[src/rtl/fmul_arbiter.sv]
// fmul_arbiter: round-robin sharing of one two-stage multiplier among N_REQ requesters
module fmul_arbiter #(
  parameter int N_REQ   = 4,
  parameter int TIMEOUT = 15
) (
  input  logic                  clk,
  input  logic                  rstn,
  input  logic [N_REQ-1:0]      req_order,
  input  logic [32*N_REQ-1:0]   req_rs1,
  input  logic [32*N_REQ-1:0]   req_rs2,
  output logic [N_REQ-1:0]      req_accepted,
  output logic [N_REQ-1:0]      resp_done,
  output logic [31:0]           resp_rd,
  output logic                  err_timeout,
  output logic                  u_order,
  output logic [31:0]           u_rs1,
  output logic [31:0]           u_rs2,
  input  logic                  u_accepted,
  input  logic                  u_done,
  input  logic [31:0]           u_rd
);
  localparam int GW = $clog2(N_REQ);
  typedef enum logic [1:0] {IDLE, ISSUE, WAIT} state_t;
  state_t state, state_n;
  logic [GW-1:0] gnt, gnt_n, ptr, ptr_n, gnt_inc;
  logic [7:0] tcnt, tcnt_n;
  logic err_n;
  logic [N_REQ-1:0] done_n, others;
  logic [31:0] rd_n;
  function automatic logic [GW-1:0] pick(input logic [N_REQ-1:0] r, input logic [GW-1:0] p);
    logic [GW-1:0] i;
    pick = p;
    for (int k = N_REQ - 1; k >= 0; k--) begin
      i = GW'((int'(p) + k) % N_REQ);
      if (r[i]) pick = i;
    end
  endfunction
  assign gnt_inc = (gnt == GW'(N_REQ - 1)) ? '0 : gnt + 1'b1;
  assign others = req_order & ~(N_REQ'(1) << gnt);
  assign u_order = state == ISSUE;
  assign u_rs1 = u_order ? req_rs1[32*gnt +: 32] : '0;
  assign u_rs2 = u_order ? req_rs2[32*gnt +: 32] : '0;
  assign req_accepted = (u_order && u_accepted) ? N_REQ'(1) << gnt : '0;
  always_comb begin
    state_n = state;
    gnt_n = gnt;
    ptr_n = ptr;
    tcnt_n = tcnt;
    err_n = err_timeout;
    done_n = '0;
    rd_n = resp_rd;
    case (state)
      IDLE: if (|req_order) begin
        gnt_n = pick(req_order, ptr);
        state_n = ISSUE;
      end
      ISSUE: if (u_accepted) begin
        tcnt_n = '0;
        state_n = WAIT;
      end
      WAIT: begin
        tcnt_n = (&tcnt) ? tcnt : tcnt + 8'd1;
        if (u_done) begin
          rd_n = u_rd;
          done_n = N_REQ'(1) << gnt;
          ptr_n = gnt_inc;
          state_n = |others ? ISSUE : IDLE;
          gnt_n = |others ? pick(others, gnt_inc) : gnt;
        end else if (tcnt == 8'(TIMEOUT - 2)) begin
          err_n = 1'b1;
          ptr_n = gnt_inc;
          state_n = IDLE;
        end
      end
      default: state_n = IDLE;
    endcase
  end
  always_ff @(posedge clk) begin
    if (!rstn) begin
      state <= IDLE;
      gnt <= '0;
      ptr <= '0;
      tcnt <= '0;
      err_timeout <= 1'b0;
      resp_done <= '0;
      resp_rd <= '0;
    end else begin
      state <= state_n;
      gnt <= gnt_n;
      ptr <= ptr_n;
      tcnt <= tcnt_n;
      err_timeout <= err_n;
      resp_done <= done_n;
      resp_rd <= rd_n;
    end
  end
endmodule
[config.mk]
export PLATFORM = sky130hd
export DESIGN_NAME = fmul_arbiter
export DESIGN_NICKNAME = d
export VERILOG_FILES = /design/src/rtl/fmul_arbiter.sv
export SDC_FILE = /design/constraint.sdc
export NUM_CORES = 1
export LEC_CHECK = 0
export CORE_AREA = 2 2 154 156
export DETAILED_ROUTE_END_ITERATION = 12
export DIE_AREA = 0 0 156 158
export PLACE_DENSITY = 0.52
export REMOVE_ABC_BUFFERS = 1
export SETUP_SLACK_MARGIN = 0.4
export SYNTH_ARGS = -nofsm -noshare
export SYNTH_HDL_FRONTEND = slang
export SYNTH_SLANG_ARGS = --single-unit
[constraint.sdc]
create_clock -name clk -period 3.9 [get_ports clk]
set_clock_uncertainty 0.1 [all_clocks]
set_input_delay 1.17 -clock clk [delete_from_list [all_inputs] [get_ports clk]]
set_output_delay 1.17 -clock clk [all_outputs]
set_load 0.02 [all_outputs]
==> metrics.csv, run 1 <==
stage,metric,value,unit
finish,fin_util,38.5,%
synthesis,ys.flop_type,dfxtp_1,
floorplan,top_level_ports,402,
sta,final-setup-viol-count,0,
global_routing,antenna_found_initial,7,
finish,finalInstanceArea,8890,sq um
floorplan,start_util,18.6,%
clock_tree,cts_tree,built,
drt,wl_per_cell,22.7,microns
pwr,p_per_area,241,nW/um^2
synthesis,synthTopCellsByArea,"mux4_2 34%, dfxtp_1 24%, and2_1 9.6%, nand2_1 6.2%, a21boi_0 6.1%",
pwr,clkPwrFrac,25.6,%
placed_design,hpwl,21200,microns
synthesis,synth.cell_area,4290,sq um
synthesis,synth_seq_cells,51,
sta,rsz0062_at_grt,yes,
setup_path,cp_max_fo,1,
clock_tree,hold_buffers,0,
global_routing,met3_usage,8.98,%
drt,wirelength,25400,microns
placed_design,io_buffers,401,
floorplan,die_h,158,microns
sta,final.setup.worst_slack,0.379,ns
pwr,switching_power,666,uW
synthesis,synth_commonest_cells,"71 x nand2_1, 66 x and2_1, 64 x mux4_2, 51 x dfxtp_1, 35 x a21boi_0",
synthesis,synth.most_common_cell,nand2_1,
finish,drive_gt1_share,29.0,%
sta,hold_ws,0.361,ns
clock_tree,cts_sinks,51,
placed_design,place_ws,-0.330,ns
sta,drv_slew,0,
clock_tree,insertion_delay,0.29,ns
global_routing,track_usage,19.7,%
synthesis,syn_inst,431,
clock_tree,htree_levels,2,
sta,timing.fmax,284,MHz
floorplan,die_area,24600,sq um
setup_path,end_kind,output pin,
pwr,ir_worst_vdd,0.000146,V
clock_tree,cts_buffers,5,
pwr,power,2.14,mW
synthesis,synth_edf_count,0,
setup_path,required,2.63,ns
setup_path,crit_slowest_cell,mux4_2,
synthesis,synthArstFlopShare,0,%
finish,fin_cells,1119,
worst_hold_path,hp-class,flop to flop,
floorplan,core,23100,sq um
global_routing,grt_use_met1,26.1,%
pwr,sw_frac_of_total,31.0,%
sta,period_share,90.3,%
synthesis,ys_warn_count,0,
pwr,internal-power,1.48,mW
sta,slew_headroom,59.7,%
finish,num-fill-cells,2402,
finish,final_nets,1125,
global_routing,grt_pass1_vias,5112,
setup_path,worstPathCellList,dlygate4sd2_1 > mux4_2 > and2_4 > buf_6,
clock_tree,clockBufferDepth,2,
sta,worst_pin_slew,0.599,ns
sta,hold_violations,0,
synthesis,synth_top_area_share,33.6,%
drt,vias,5024,
sta,fin_crit,3.52,ns
placed_design,gp_congestion,0.855,
synthesis,yosys.area.top_type,mux4_2,
drt,dr.first_iter.drc_count,217,
drt,drc,0,
global_routing,grt_max_degree,68,
status,status,completed,
global_routing,use_met2,30.1,%
synthesis,synth.distinct_cells,41,
drt,antenna_left,0,
floorplan,dieWidth,156,microns
drt,drt_pass1_iterations,4,
pwr,seqPwrFrac,25.5,%
setup_path,worstPathArrival,2.25,ns
setup_path,start_kind,primary input,
floorplan,rows,56,
clock_tree,cts_root_buf,clkbuf_16,
sta,tns,0,ns
synthesis,seq_area_frac_synth,23.8,%
setup_path,path_class,primary input to output pin,
global_routing,grt_busiest_layer,met2,
placed_design,placed_area,8610,sq um
placed_design,place_inst,1100,
global_routing,grt_overflow,0,
drt,post_drt_via_cell_ratio,4.49,
setup_path,slowest_delay,0.53,ns
pwr,comb_power_share,48.9,%
synthesis,synth_area_per_cell,9.94,sq um
job,max_cap_violations,0,
pwr,p_leak,3.62,nW
clock_tree,path_clk_slew,0.07,ns
finish,synthToLayoutAreaGrowth,107,%
global_routing,grt_pass1_wl,34900,microns
kinds of logic (layout without fill, tap and decap cells):
family,count (synthesis),in the layout,share of synthesized area [%]
flops,51,51,23.8
simple gates,187,187,22.3
buf+inv,43,436,4.44
fa+ha+maj,6,6,1.75
other cells,0,5,0
compound gates,72,72,12.4
xor+xnor,6,6,1.23
mux,66,66,34.1
sequential cells by signal (all words and copies together), names as in the netlist:
signal,flops
tcnt,8
state,2
resp_rd,32
gnt,2
err_timeout,1
ptr,2
resp_done,4
repair_timing:
action,CTS,global route
endpoints found under the setup margin,68,18
gates resized for setup,634,37
pin swaps,50,4
buffers inserted,0,6
critical path, delay by kind of cell:
kind / cells / cell delay [ns]
buf+inv: 2 / 0.36
mux: 1 / 0.53
simple gates: 1 / 0.20
layer usage:
layer,share of wire (%),wire length [microns]
met1,43,10800
met2,43,11100
met3,13,3390
met4,0.50,128
met5,0.10,26
layout by cell type, fill, tap and decap left out, drive strengths merged, types with 5 or more instances in the layout:
master	instances
nor2b	10
xnor2	6
nor2	15
dfxtp	51
inv	5
clkdlybuf4s50	76
nand2b	5
a21boi	35
and3	9
clkbuf	14
nand3	5
clkdlybuf4s15	62
diode	5
nand2	71
dlygate4sd2	188
a21oi	11
and2	66
mux4	64
ha	6
buf	89
worst paths after layout:
kind | start | endpoint | slack (ns) | depth (start not counted)
max reg2reg | gnt[0] | gnt[1] | 1.52 | 8
max | req_rs1[36] | u_rs1[4] | 0.38 | 4
min reg2reg | resp_rd[8] | resp_rd[8] | 0.36 | 2
min | resp_rd[8] | resp_rd[8] | 0.36 | 2
layout make-up:
type                            count  area [sq um]  share of cell area [%]
Clock inverter                      1          30.0                   0.338
Timing Repair Buffer              423          4040                    45.4
Inverter                            5          18.8                   0.211
Tap cell                          290           363                    4.08
Clock buffer                        7           154                    1.73
Sequential cell                    51          1030                    11.5
Antenna cell                        5          12.5                   0.141
Multi-Input combinational cell    337          3250                    36.5
power groups by stage:
stage	logic, mW	clock network [mW]	registers (mW)
2_1_floorplan	0.386	0	0.601
3_3_place_gp	1.02	0	0.566
3_5_place_dp	1.02	0	0.566
4_1_cts	1.04	0.569	0.554
5_1_grt	1.12	0.589	0.551
6_report	1.05	0.548	0.548
No activity file was read; power rests on OpenSTA's default activity.
==> run 2: changes to the inputs <==
- CAP_MARGIN: unset -> 20
- REMOVE_ABC_BUFFERS: 1 -> unset
==> metrics.csv, run 2 (same netlist as run 1, synthesis figures left out) <==
stage,metric,value,unit,change
status,status,completed,,
clock_tree,insertion_delay,0.29,ns,about the same
sta,rsz0062_at_grt,no,,
finish,reg_top3,"resp_rd (32), tcnt (8), resp_done (4)",,
floorplan,dieWidth,156,microns,unchanged
clock_tree,htree_levels,2,,unchanged
sta,tns,0,ns,unchanged
finish,finalInstanceArea,8930,sq um,+0.55%
setup_path,cp_max_fo,1,,unchanged
setup_path,slowest_delay,0.50,ns,-0.03 ns
global_routing,grt_pass1_wl,38100,microns,+9.1%
placed_design,placed_area,8670,sq um,+0.76%
sta,hold_ws,0.363,ns,+0.00228 ns
setup_path,worstPathCellList,dlygate4sd2_1 > mux4_2 > and2_4 > buf_6,,
clock_tree,cts_root_buf,clkbuf_16,,
drt,dr.first_iter.drc_count,256,,+18%
setup_path,crit_family,multiplexers,,
drt,vias,5187,,+3.2%
setup_path,worstRegToRegCells,7,,-1
sta,hold_violations,0,,unchanged
worst_hold_path,holdPathStages,2,,unchanged
finish,synthToLayoutAreaGrowth,108,%,
setup_path,end_kind,output pin,,
sta,final-setup-viol-count,0,,unchanged
clock_tree,cts_buffers,5,,unchanged
setup_path,start_kind,primary input,,
clock_tree,cts_tree,built,,
setup_path,critical_path.startpoint,req_rs2[67],,
global_routing,grt_pass1_vias,5214,,+2.0%
setup_path,required,2.63,ns,about the same
floorplan,die_area,24600,sq um,unchanged
setup_path,cp.buffers_inverters,2,,unchanged
finish,largest_reg_flops,32,,unchanged
pwr,power,2.06,mW,-4.1%
floorplan,rows,56,,unchanged
floorplan,start_util,18.6,%,unchanged
drt,drc,0,,unchanged
sta,timing.fmax,285,MHz,+0.47%
placed_design,gp_congestion,0.951,,+11%
sta,fin_crit,3.50,ns,-0.0165 ns
worst_hold_path,hp-start,resp_rd[23],,
placed_design,place_inst,1101,,+0.091%
placed_design,io_buffers,401,,unchanged
drt,drt_pass1_iterations,4,,unchanged
floorplan,core,23100,sq um,unchanged
finish,final_common_cell,dlygate4sd2_1,,
global_routing,track_usage,21.6,%,+2.0 points
setup_path,path_class,primary input to output pin,,
worst_hold_path,hp-class,flop to flop,,
worst_hold_path,worstHoldEndpoint,resp_rd[23],,
finish,final_cell_mix,"183 x dlygate4sd2_1, 77 x clkdlybuf4s50_1, 71 x nand2_1, 64 x mux4_2, 64 x and2_4",,
global_routing,antenna_found_initial,16,,+9
synthesis,syn-num-nets,733,,
job,max_cap_violations,0,,unchanged
drt,post_drt_via_cell_ratio,4.60,,+2.4%
sta,drv_slew,0,,unchanged
sta,slew_headroom,62.7,%,+3.0 points
clock_tree,hold_buffers,0,,unchanged
drt,wl_per_cell,24.6,microns,+8.4%
floorplan,top_level_ports,402,,unchanged
placed_design,hpwl,23200,microns,+9.5%
setup_path,timing.rr.end,gnt[1],,
setup_path,crit_slowest_cell,mux4_2,,
drt,antenna_left,0,,unchanged
global_routing,grt_max_degree,39,,-43%
sta,final.setup.worst_slack,0.396,ns,+0.0165 ns
clock_tree,path_clk_slew,0.07,ns,about the same
pwr,p_per_area,230,nW/um^2,-4.7%
clock_tree,clockBufferDepth,2,,unchanged
finish,fin_cells,1128,,+0.80%
pwr,ir_worst_vdd,0.000186,V,+28%
global_routing,grt_overflow,0,,unchanged
sta,period_share,89.9,%,-0.42 points
floorplan,die_h,158,microns,unchanged
finish,fin_util,38.8,%,+0.21 points
finish,final_nets,1127,,+0.18%
finish,top_register,resp_rd,,
setup_path,reg2reg_slack,1.36,ns,-0.16 ns
pwr,p_leak,3.64,nW,+0.39%
drt,wirelength,27800,microns,+9.3%
clock_tree,cts_sinks,51,,unchanged
finish,num-fill-cells,2362,,-1.7%
finish,drive_gt1_share,29.3,%,+0.29 points
sta,worst_pin_slew,0.560,ns,-0.0395 ns
setup_path,rr_startpoint,gnt[1],,
placed_design,place_ws,-0.378,ns,-0.0486 ns
setup_path,worstPathArrival,2.23,ns,-0.02 ns
## run 2: cell types whose count changed in the layout (fill, tap and decap cells not counted), sizes merged, moves of 5 or more
cell         change
dlygate4sd2      -5
clkbuf           -5
diode            +7
buf              +7
## run 2: what timing repair did
action / in CTS / in global routing
cloned: 0 / 0
pin swaps: 1 / 0
setup buffers: 1 / 6
endpoints found under the setup margin: 65 / 24
resized for setup: 681 / 45
## run 2: worst max-delay path by stage
stage                to  depth (start not counted)
2_1_floorplan  u_rs1[0]                          2
3_3_place_gp   u_rs2[7]                          4
3_5_place_dp   u_rs2[7]                          4
4_1_cts        u_rs2[7]                          4
5_1_grt        u_rs2[7]                          4
6_report       u_rs2[3]                          4
## run 2: per-layer routing
metal | wire length, microns | GRT usage (%) | vias up
met5 | 26 | 0 | -
met4 | 252 | 3.19 | 4
met3 | 3370 | 9.12 | 16
met2 | 12100 | 33.2 | 243
met1 | 12000 | 28.9 | 2542
li1 | - | - | 2382
## run 2: area by class of cell
type / instances / area (sq um) / share of cell area (%)
Clock inverter: 3 / 18.8 / 0.210
Sequential cell: 51 / 1030 / 11.5
Tap cell: 290 / 363 / 4.06
Multi-Input combinational cell: 337 / 3240 / 36.3
Timing Repair Buffer: 425 / 4110 / 46.0
Antenna cell: 12 / 30.0 / 0.336
Inverter: 5 / 18.8 / 0.210
Clock buffer: 5 / 125 / 1.40
## run 2: worst reg2reg max path: stages, from the launching register on
cell	delay (ns)
dfxtp_4	0.58
inv_1	0.15
ha_1	0.26
nor2b_1	0.45
o41ai_2	0.17
a211oi_1	0.44
and3_1	0.23
o21a_1	0.10
## run 2: report_power, final
part	switching, mW	total [mW]	leakage, nW	internal [mW]
clock	0.195	0.432	0.0702	0.237
combinational	0.461	1.07	3.15	0.613
sequential	0.0190	0.550	0.414	0.531
